`src/rtl/fft_stage_sequencer.sv`:
```
// Stage/butterfly sequencer for an in-place radix-2 DIT FFT of 2^LOG2N points.
// For each butterfly it fetches the twiddle (real, then imaginary) from the shared
// registered ROM, then issues one command to the datapath over valid/ready.
// Between stages it waits for the datapath to drain, and it pulses done at the end.
module fft_stage_sequencer #(
  parameter int unsigned LOG2N = 4,
  parameter int unsigned TW_W  = 16
) (
  input  logic             clk,
  input  logic             rst,
  input  logic             start,
  output logic             busy,
  output logic             done,
  output logic             tw_real_imag,
  output logic [3:0]       tw_num,
  input  logic [TW_W-1:0]  tw_val,
  output logic             bfly_valid,
  input  logic             bfly_ready,
  output logic [LOG2N-1:0] bfly_addr_a,
  output logic [LOG2N-1:0] bfly_addr_b,
  output logic [TW_W-1:0]  bfly_tw_re,
  output logic [TW_W-1:0]  bfly_tw_im,
  output logic [1:0]       stage,
  input  logic             bfly_idle
);

  localparam logic [3:0] BLast = 4'((1 << (LOG2N - 1)) - 1);
  localparam logic [1:0] SLast = 2'(LOG2N - 1);

  typedef enum logic [2:0] {
    StIdle,
    StTre,
    StTim,
    StTcap,
    StIssue,
    StDrain,
    StDone
  } state_e;

  state_e            state_q, state_d;
  logic [1:0]        s_q, s_d;
  logic [3:0]        b_q, b_d;
  logic              ri_q, ri_d;
  logic [3:0]        tw_num_q, tw_num_d;
  logic [LOG2N-1:0]  addr_a_q, addr_a_d;
  logic [LOG2N-1:0]  addr_b_q, addr_b_d;
  logic [TW_W-1:0]   tw_re_q, tw_re_d;
  logic [TW_W-1:0]   tw_im_q, tw_im_d;

  // Position of butterfly b inside its group at stage s.
  function automatic logic [31:0] pos_of(input logic [1:0] s, input logic [3:0] b);
    return 32'(b) & ((32'd1 << s) - 32'd1);
  endfunction

  function automatic logic [31:0] addr_a_of(input logic [1:0] s, input logic [3:0] b);
    return ((32'(b) >> s) << (32'(s) + 32'd1)) + pos_of(s, b);
  endfunction

  // Twiddle index into the 16-entry ROM; ROM is always indexed for N=16.
  function automatic logic [3:0] tw_of(input logic [1:0] s, input logic [3:0] b);
    return 4'(pos_of(s, b) << (32'd3 - 32'(s)));
  endfunction

  // Next-state and datapath register loads.
  always_comb begin
    state_d  = state_q;
    s_d      = s_q;
    b_d      = b_q;
    ri_d     = ri_q;
    tw_num_d = tw_num_q;
    addr_a_d = addr_a_q;
    addr_b_d = addr_b_q;
    tw_re_d  = tw_re_q;
    tw_im_d  = tw_im_q;
    unique case (state_q)
      StIdle: begin
        if (start) begin
          state_d  = StTre;
          s_d      = 2'd0;
          b_d      = 4'd0;
          ri_d     = 1'b0;
          tw_num_d = 4'd0;
        end
      end
      StTre: begin
        state_d = StTim;
        ri_d    = 1'b1;
      end
      StTim: begin
        // ROM output now carries the real part requested in TRE.
        tw_re_d = tw_val;
        state_d = StTcap;
      end
      StTcap: begin
        tw_im_d  = tw_val;
        addr_a_d = LOG2N'(addr_a_of(s_q, b_q));
        addr_b_d = LOG2N'(addr_a_of(s_q, b_q) + (32'd1 << s_q));
        state_d  = StIssue;
      end
      StIssue: begin
        if (bfly_ready) begin
          if (b_q == BLast) begin
            b_d     = 4'd0;
            state_d = StDrain;
          end else begin
            b_d      = b_q + 4'd1;
            ri_d     = 1'b0;
            tw_num_d = tw_of(s_q, b_q + 4'd1);
            state_d  = StTre;
          end
        end
      end
      StDrain: begin
        if (bfly_idle) begin
          if (s_q == SLast) begin
            state_d = StDone;
          end else begin
            s_d      = s_q + 2'd1;
            ri_d     = 1'b0;
            tw_num_d = tw_of(s_q + 2'd1, 4'd0);
            state_d  = StTre;
          end
        end
      end
      StDone: begin
        state_d = StIdle;
      end
      default: begin
        state_d = StIdle;
      end
    endcase
  end

  // State and datapath registers with synchronous reset.
  always_ff @(posedge clk) begin
    if (rst) begin
      state_q  <= StIdle;
      s_q      <= 2'd0;
      b_q      <= 4'd0;
      ri_q     <= 1'b0;
      tw_num_q <= 4'd0;
      addr_a_q <= '0;
      addr_b_q <= '0;
      tw_re_q  <= '0;
      tw_im_q  <= '0;
    end else begin
      state_q  <= state_d;
      s_q      <= s_d;
      b_q      <= b_d;
      ri_q     <= ri_d;
      tw_num_q <= tw_num_d;
      addr_a_q <= addr_a_d;
      addr_b_q <= addr_b_d;
      tw_re_q  <= tw_re_d;
      tw_im_q  <= tw_im_d;
    end
  end

  // Output decode.
  always_comb begin
    busy         = (state_q != StIdle);
    done         = (state_q == StDone);
    bfly_valid   = (state_q == StIssue);
    tw_real_imag = ri_q;
    tw_num       = tw_num_q;
    bfly_addr_a  = addr_a_q;
    bfly_addr_b  = addr_b_q;
    bfly_tw_re   = tw_re_q;
    bfly_tw_im   = tw_im_q;
    stage        = s_q;
  end

endmodule

```
`config.mk`:
```
export PLATFORM = sky130hd
export DESIGN_NAME = fft_stage_sequencer
export DESIGN_NICKNAME = d
export VERILOG_FILES = /design/src/rtl/fft_stage_sequencer.sv
export SDC_FILE = /design/constraint.sdc
export NUM_CORES = 1
export LEC_CHECK = 0
export ABC_CLOCK_PERIOD_IN_PS = 3800
export BUFFER_PORTS_ARGS = -buffer_cell sky130_fd_sc_hd__buf_2
export CAP_MARGIN = 0
export CELL_PAD_IN_SITES_DETAIL_PLACEMENT = 1
export CELL_PAD_IN_SITES_GLOBAL_PLACEMENT = 2
export CORE_MARGIN = 3
export CORE_UTILIZATION = 30
export DETAILED_ROUTE_END_ITERATION = 10
export PLACE_DENSITY_LB_ADDON = 0.12
export SLEW_MARGIN = 30
export SYNTH_ARGS = -nofsm -noshare
export SYNTH_HDL_FRONTEND = slang
export SYNTH_SLANG_ARGS = --single-unit
```
`constraint.sdc`:
```
create_clock -name clk -period 3.8 [get_ports clk]
set_clock_uncertainty 0.15 [all_clocks]
set_input_delay 0.76 -clock clk [delete_from_list [all_inputs] [get_ports clk]]
set_output_delay 0.76 -clock clk [all_outputs]
set_load 0.03 [all_outputs]
```
Yosys cells after proc, flatten, opt, wreduce, memory -nomap -nowiden
Cells that the tools add are included.
{"block": "op_classes", "add_sub_neg": 8, "mul": 0, "div_mod_pow": 0, "magnitude_cmp": 0, "n_eq_ne": 13, "n_shift": 5, "n_mux": 25, "n_bitwise": 2, "reduce_logical": 11}
{"operator": "$and 4x32->32", "count": 1}
{"operator": "$shl 1x2->32 const A", "count": 1}
{"operator": "$shl 1x32->4 const A", "count": 1}
{"operator": "$shl 32x3->4", "count": 1}
{"operator": "$shl 32x32->4", "count": 1}
{"operator": "$shr 4x2->32", "count": 1}
{"operator": "$sub 32x1->32 const B", "count": 1}
{"operator": "$mux 4", "count": 7}
{"operator": "$pmux 3 s6", "count": 1}
{"operator": "$mux 3", "count": 5}
{"operator": "$pmux 4 s3", "count": 1}
{"operator": "$reduce_and 6->1", "count": 2}
{"operator": "$eq 3x3->1 const B", "count": 3}
{"operator": "$add 4x4->4", "count": 2}
{"operator": "$ne 2x2->1 const B", "count": 4}
{"operator": "$pmux 4 s2", "count": 1}
{"operator": "$eq 3x2->1 const B", "count": 2}
{"operator": "$mux 2", "count": 3}
{"operator": "$reduce_and 3->1", "count": 2}
{"operator": "$reduce_bool 3->1", "count": 2}
{"operator": "$sub 2x2->3 const A", "count": 2}
{"operator": "$mux 1", "count": 5}
{"operator": "$add 4x1->4 const B", "count": 1}
{"operator": "$and 4x4->4", "count": 1}
{"operator": "12 further kinds", "count": 13}
{"block": "totals", "reg_bits": 54, "latch_bits": 0, "mem_bits_rw": 0, "rom_bits": 0, "in_bits": 21, "output_inout_bits": 50, "wordCells": 73, "n_memories": 0}

Depth between registers and ports, before layout
{"block": "depth", "word_depth": 7, "ltp_mapped": 14, "ltp_nobuf": 13}

Worst setup path before layout
OpenSTA, ideal clock, no wires.
{"block": "synth_timing", "path_type": "register to register", "from": "reg s_q[1], in the netlist stage[1]", "to": "reg addr_b_q[3], in the netlist bfly_addr_b[3]", "setup_time_ns": 0.130, "t_arrival_ns": 3.469, "required_ns": 3.520, "slack_ns": 0.050, "path_stages_with_launch": 15, "path_buffers": 1, "period_less_slack_ns": 3.750, "path_cell_list": "dfxtp_1 -> clkbuf_1 -> inv_1 -> ha_1 -> nor4b_1 -> ha_1 -> inv_1 -> fa_1 -> inv_1 -> ha_1 -> a21o_1 -> a21oi_1 -> xor3_1 -> o211ai_1 -> o211ai_1"}
{"block": "synth_via", "elab_chain_cells": 5}
{"element": "start, declared", "line_no": "41", "rtl": "logic [1:0] s_q, s_d;"}
{"element": "start signal, assigned", "line_no": "138", "rtl": "s_q <= 2'd0;"}
{"element": "start signal, assigned", "line_no": "148", "rtl": "s_q <= s_d;"}
{"element": "$shl 1x2->32"}
{"element": "$sub 32x1->32"}
{"element": "$and 4x4->4", "line_no": "52", "rtl": "return 32'(b) & ((32'd1 << s) - 32'd1);"}
{"element": "$add 4x4->4", "line_no": "56", "rtl": "return ((32'(b) >> s) << (32'(s) + 32'd1)) + pos_of(s, b);"}
{"element": "$add 4x4->4 (*)", "line_no": "97", "rtl": "addr_b_d = LOG2N'(addr_a_of(s_q, b_q) + (32'd1 << s_q));"}
{"element": "end signal, assigned", "line_no": "153", "rtl": "addr_b_q <= addr_b_d;"}
{"element": "end, declared", "line_no": "46", "rtl": "logic [LOG2N-1:0] addr_b_q, addr_b_d;"}
Every way passes the cells marked *; elsewhere a longest branch is shown, timed or not.
A chain may end at the register's enable or synchronous reset.

Worst setup path after layout
{"block": "layout_timing", "from": "reg s_q[0], in the netlist stage[0]", "to": "reg addr_b_q[3], in the netlist bfly_addr_b[3]"}
Same word-level chain as after synthesis.

==> results.sh <==
export IMPL_status="completed"
export IMPL_crit_required_ns=3.83
export IMPL_die_h_um=101
export IMPL_pre_cts_slack_ns=0.259
export IMPL_path_class="reg2reg"
export IMPL_fmaxAchievable_mhz=287
export IMPL_clock_root_buffer="clkbuf_8"
export IMPL_start_util=0.317
export IMPL_crit_chain="inv_2 -> ha_1 -> nor4b_2 -> ha_1 -> inv_1 -> fa_1 -> inv_1 -> ha_1 -> a21o_1 -> a21oi_1 -> xor3_1 -> o211ai_1 -> o211ai_1"
export IMPL_synth_top_area_frac=0.403
export IMPL_drc=0
export IMPL_hold_viol_final=0
export IMPL_syn_area_mm2=0.00268
export IMPL_worstSkewPairLatency_ns=0.30
export IMPL_n_antenna_cell=0
export IMPL_p_sw_mw=0.326
export IMPL_slew_limit_headroom=0.442
export IMPL_vias_per_cell=4.86
export IMPL_synth_warnings=0
export IMPL_clk_pin_slew_ns=0.11
export IMPL_hold_end="bfly_tw_re[3]$_SDFFE_PP0P_"
export IMPL_total_power_mw=1.11
export IMPL_worst_path_max_fanout=7
export IMPL_cts_resized=0
export IMPL_synthDistinctLibCells=51
export IMPL_avgSynthCellArea_um2=8.20
export IMPL_dieArea_mm2=0.0101
export IMPL_syn_num_nets=362
export IMPL_cts_num_sinks=54
export IMPL_r2r_cells=13
export IMPL_hold_class="reg2reg"
export IMPL_r2r_end="bfly_addr_b[3]$_SDFFE_PP0P_"
export IMPL_p_int_mw=0.789
export IMPL_drv_cap=0
export IMPL_post_cts_buffers=0
export IMPL_r2r_slack_ns=0.32
export IMPL_slew_viol_final=0
export IMPL_yosysMostFrequentCell="nand2_1"
export IMPL_whs_ns=0.305
export IMPL_placedCellCount=489
export IMPL_period_share=0.916
export IMPL_p_seq_frac=0.539
export IMPL_worst_slack_ns=0.320
export IMPL_cts_buffer_depth=2
export IMPL_grt_pass1_vias=2448
export IMPL_antenna_found_initial=0
export IMPL_postSynthCellCount=327
export IMPL_drt_iter0_drc=73
export IMPL_wl_um=7410
export IMPL_start_kind="flop"
export IMPL_synthFlopType="dfxtp_1"
export IMPL_cts_max_level=2
export IMPL_fin_crit_ns=3.48
export IMPL_worst_pin_slew_ns=0.836
export IMPL_gp_congestion=0.811
export IMPL_dpl_hpwl_um=5550
export IMPL_whs_path_depth=2
export IMPL_p_comb_frac=0.149
export IMPL_grt_overflow_total=0
export IMPL_hp_start="bfly_tw_re[3]$_SDFFE_PP0P_"
export IMPL_ios=71
export IMPL_p_sw_frac=0.292
export IMPL_clkPwrFrac=0.312
export IMPL_r2r_start="stage[0]$_SDFFE_PP0P_"
export IMPL_drt_first_pass_iters=4
export IMPL_die_w_um=101
export IMPL_cp_data_arrival_time_ns=3.51
export IMPL_async_flop_share=0
export IMPL_synthTopCellsByArea="dfxtp_1, nand2_1, a21oi_1"
export IMPL_track_usage=0.152
export IMPL_final_area_mm2=0.00322
export IMPL_postRouteAntennaNets=0
export IMPL_seq_area_frac_synth=0.403
export IMPL_synth_edf_count=0
export IMPL_area_growth_pct=20.2
export IMPL_layout_drive_gt1_share=0.245
export IMPL_cts_buffers=5
export IMPL_ys_ff_latch=54
export IMPL_dpl_cell_area_mm2=0.00312
export IMPL_rsz0062_at_grt="no"
export IMPL_setup_tns_final_ns=0
export IMPL_cts_tree="done"
export IMPL_portBuffers=70
export IMPL_instances_no_fill=497
export IMPL_fp_row_count=33
export IMPL_cts_hold_buf=0
export IMPL_crit_slowest_cell="fa_1"
export IMPL_ys_top_cells_by_count="nand2_1, dfxtp_1, a21oi_1"
export IMPL_synth_largest_area_cell="dfxtp_1"
export IMPL_p_leak_nw=1.39
export IMPL_num_vias=2414
export IMPL_post_route_util=0.381
export IMPL_grt_pass1_wl_um=12200
export IMPL_endpoint_kind="flop"
export IMPL_setup_viol=0
export IMPL_cpMostUsedCell="ha_1"
export IMPL_wl_per_cell_um=14.9
export IMPL_ir_drop_v=0.000139
export IMPL_slowest_delay_ns=0.55
export IMPL_core_mm2=0.00846
export IMPL_power_density_mw_per_mm2=346
export IMPL_nets=426
export IMPL_grt_max_degree=44
kinds of logic (layout without fill, tap and decap cells):
family,after synthesis,count (layout),share of synthesized area
AND/OR/NAND/NOR,138,138,0.244
AO/OA/AOI/OAI,74,74,0.168
flip-flops,54,54,0.403
buffers and inverters,31,96,0.0523
adder cells (fa/ha/maj),14,14,0.0709
XOR/XNOR,11,11,0.0415
multiplexers,5,5,0.0196
flip-flops by register name, summed over array words and instances, names as in the netlist, 2 cells and up:
| register | count |
|---|---|
| bfly_tw_im | 16 |
| bfly_tw_re | 16 |
| b_q | 4 |
| bfly_addr_a | 4 |
| bfly_addr_b | 4 |
| tw_num | 4 |
| state_q | 3 |
| stage | 2 |
power groups by stage:
| stage | clock (mW) | combinational [mW] | sequential, mW |
|---|---|---|---|
| global route | 0.395 | 0.185 | 0.604 |
| CTS | 0.364 | 0.169 | 0.600 |
| detailed placement | 0 | 0.168 | 0.614 |
| global placement | 0 | 0.168 | 0.613 |
| floorplan | 0 | 0.105 | 0.625 |
| finish | 0.348 | 0.166 | 0.600 |
placed cells by master (no fill, tap or decap), types with 4 or more instances in the layout:
cell       n
buf_2     70
a21oi_1   44
nor2b_1    5
dfxtp_1   54
nor3_1     6
xnor2_1    5
buf_4      7
and2_1     5
nand2_1   82
xor2_1     5
ha_1      12
nand3_1    4
inv_1      9
nand2b_1   5
nor2_1    16
clkbuf_8   6
o211ai_1   5
final cells by class:
cell class                 count  area (µm²)
inverter                      11        41.3
multi-input combinational    242        1470
clock inverter                 2        16.3
timing repair buffer          77         403
clock buffer                   6        82.6
tap                          105         131
sequential                    54        1080
fill                        1042        5240
worst max-delay path by stage:
stage	from	end	slack, ns	cells past startpoint
detailed placement	stage[0]$_SDFFE_PP0P_	bfly_addr_b[3]$_SDFFE_PP0P_	0.26	13
global placement	stage[0]$_SDFFE_PP0P_	bfly_addr_b[3]$_SDFFE_PP0P_	0.37	13
finish	stage[0]$_SDFFE_PP0P_	bfly_addr_b[3]$_SDFFE_PP0P_	0.32	13
floorplan	stage[1]$_SDFFE_PP0P_	bfly_addr_b[3]$_SDFFE_PP0P_	0.05	14
global route	stage[0]$_SDFFE_PP0P_	bfly_addr_b[3]$_SDFFE_PP0P_	0.007	13
CTS	stage[0]$_SDFFE_PP0P_	bfly_addr_b[3]$_SDFFE_PP0P_	0.22	13
routing by layer:
layer	wire length, µm	GRT usage	vias up
met2	3560	0.262	48
met3	295	0.0291	4
met5	0	0	-
li1	-	-	1230
met4	61	0.0321	0
met1	3490	0.197	1132
worst max-delay path, delay by kind of cell (launching register included):
family	cells	cell delay [ns]
buffers and inverters	3	0.24
AND/OR/NAND/NOR	1	0.27
AO/OA/AOI/OAI	4	0.54
flip-flops	1	0.46
XOR/XNOR	1	0.25
adder cells (fa/ha/maj)	4	1.45
No activity file was read; power rests on OpenSTA's default activity.
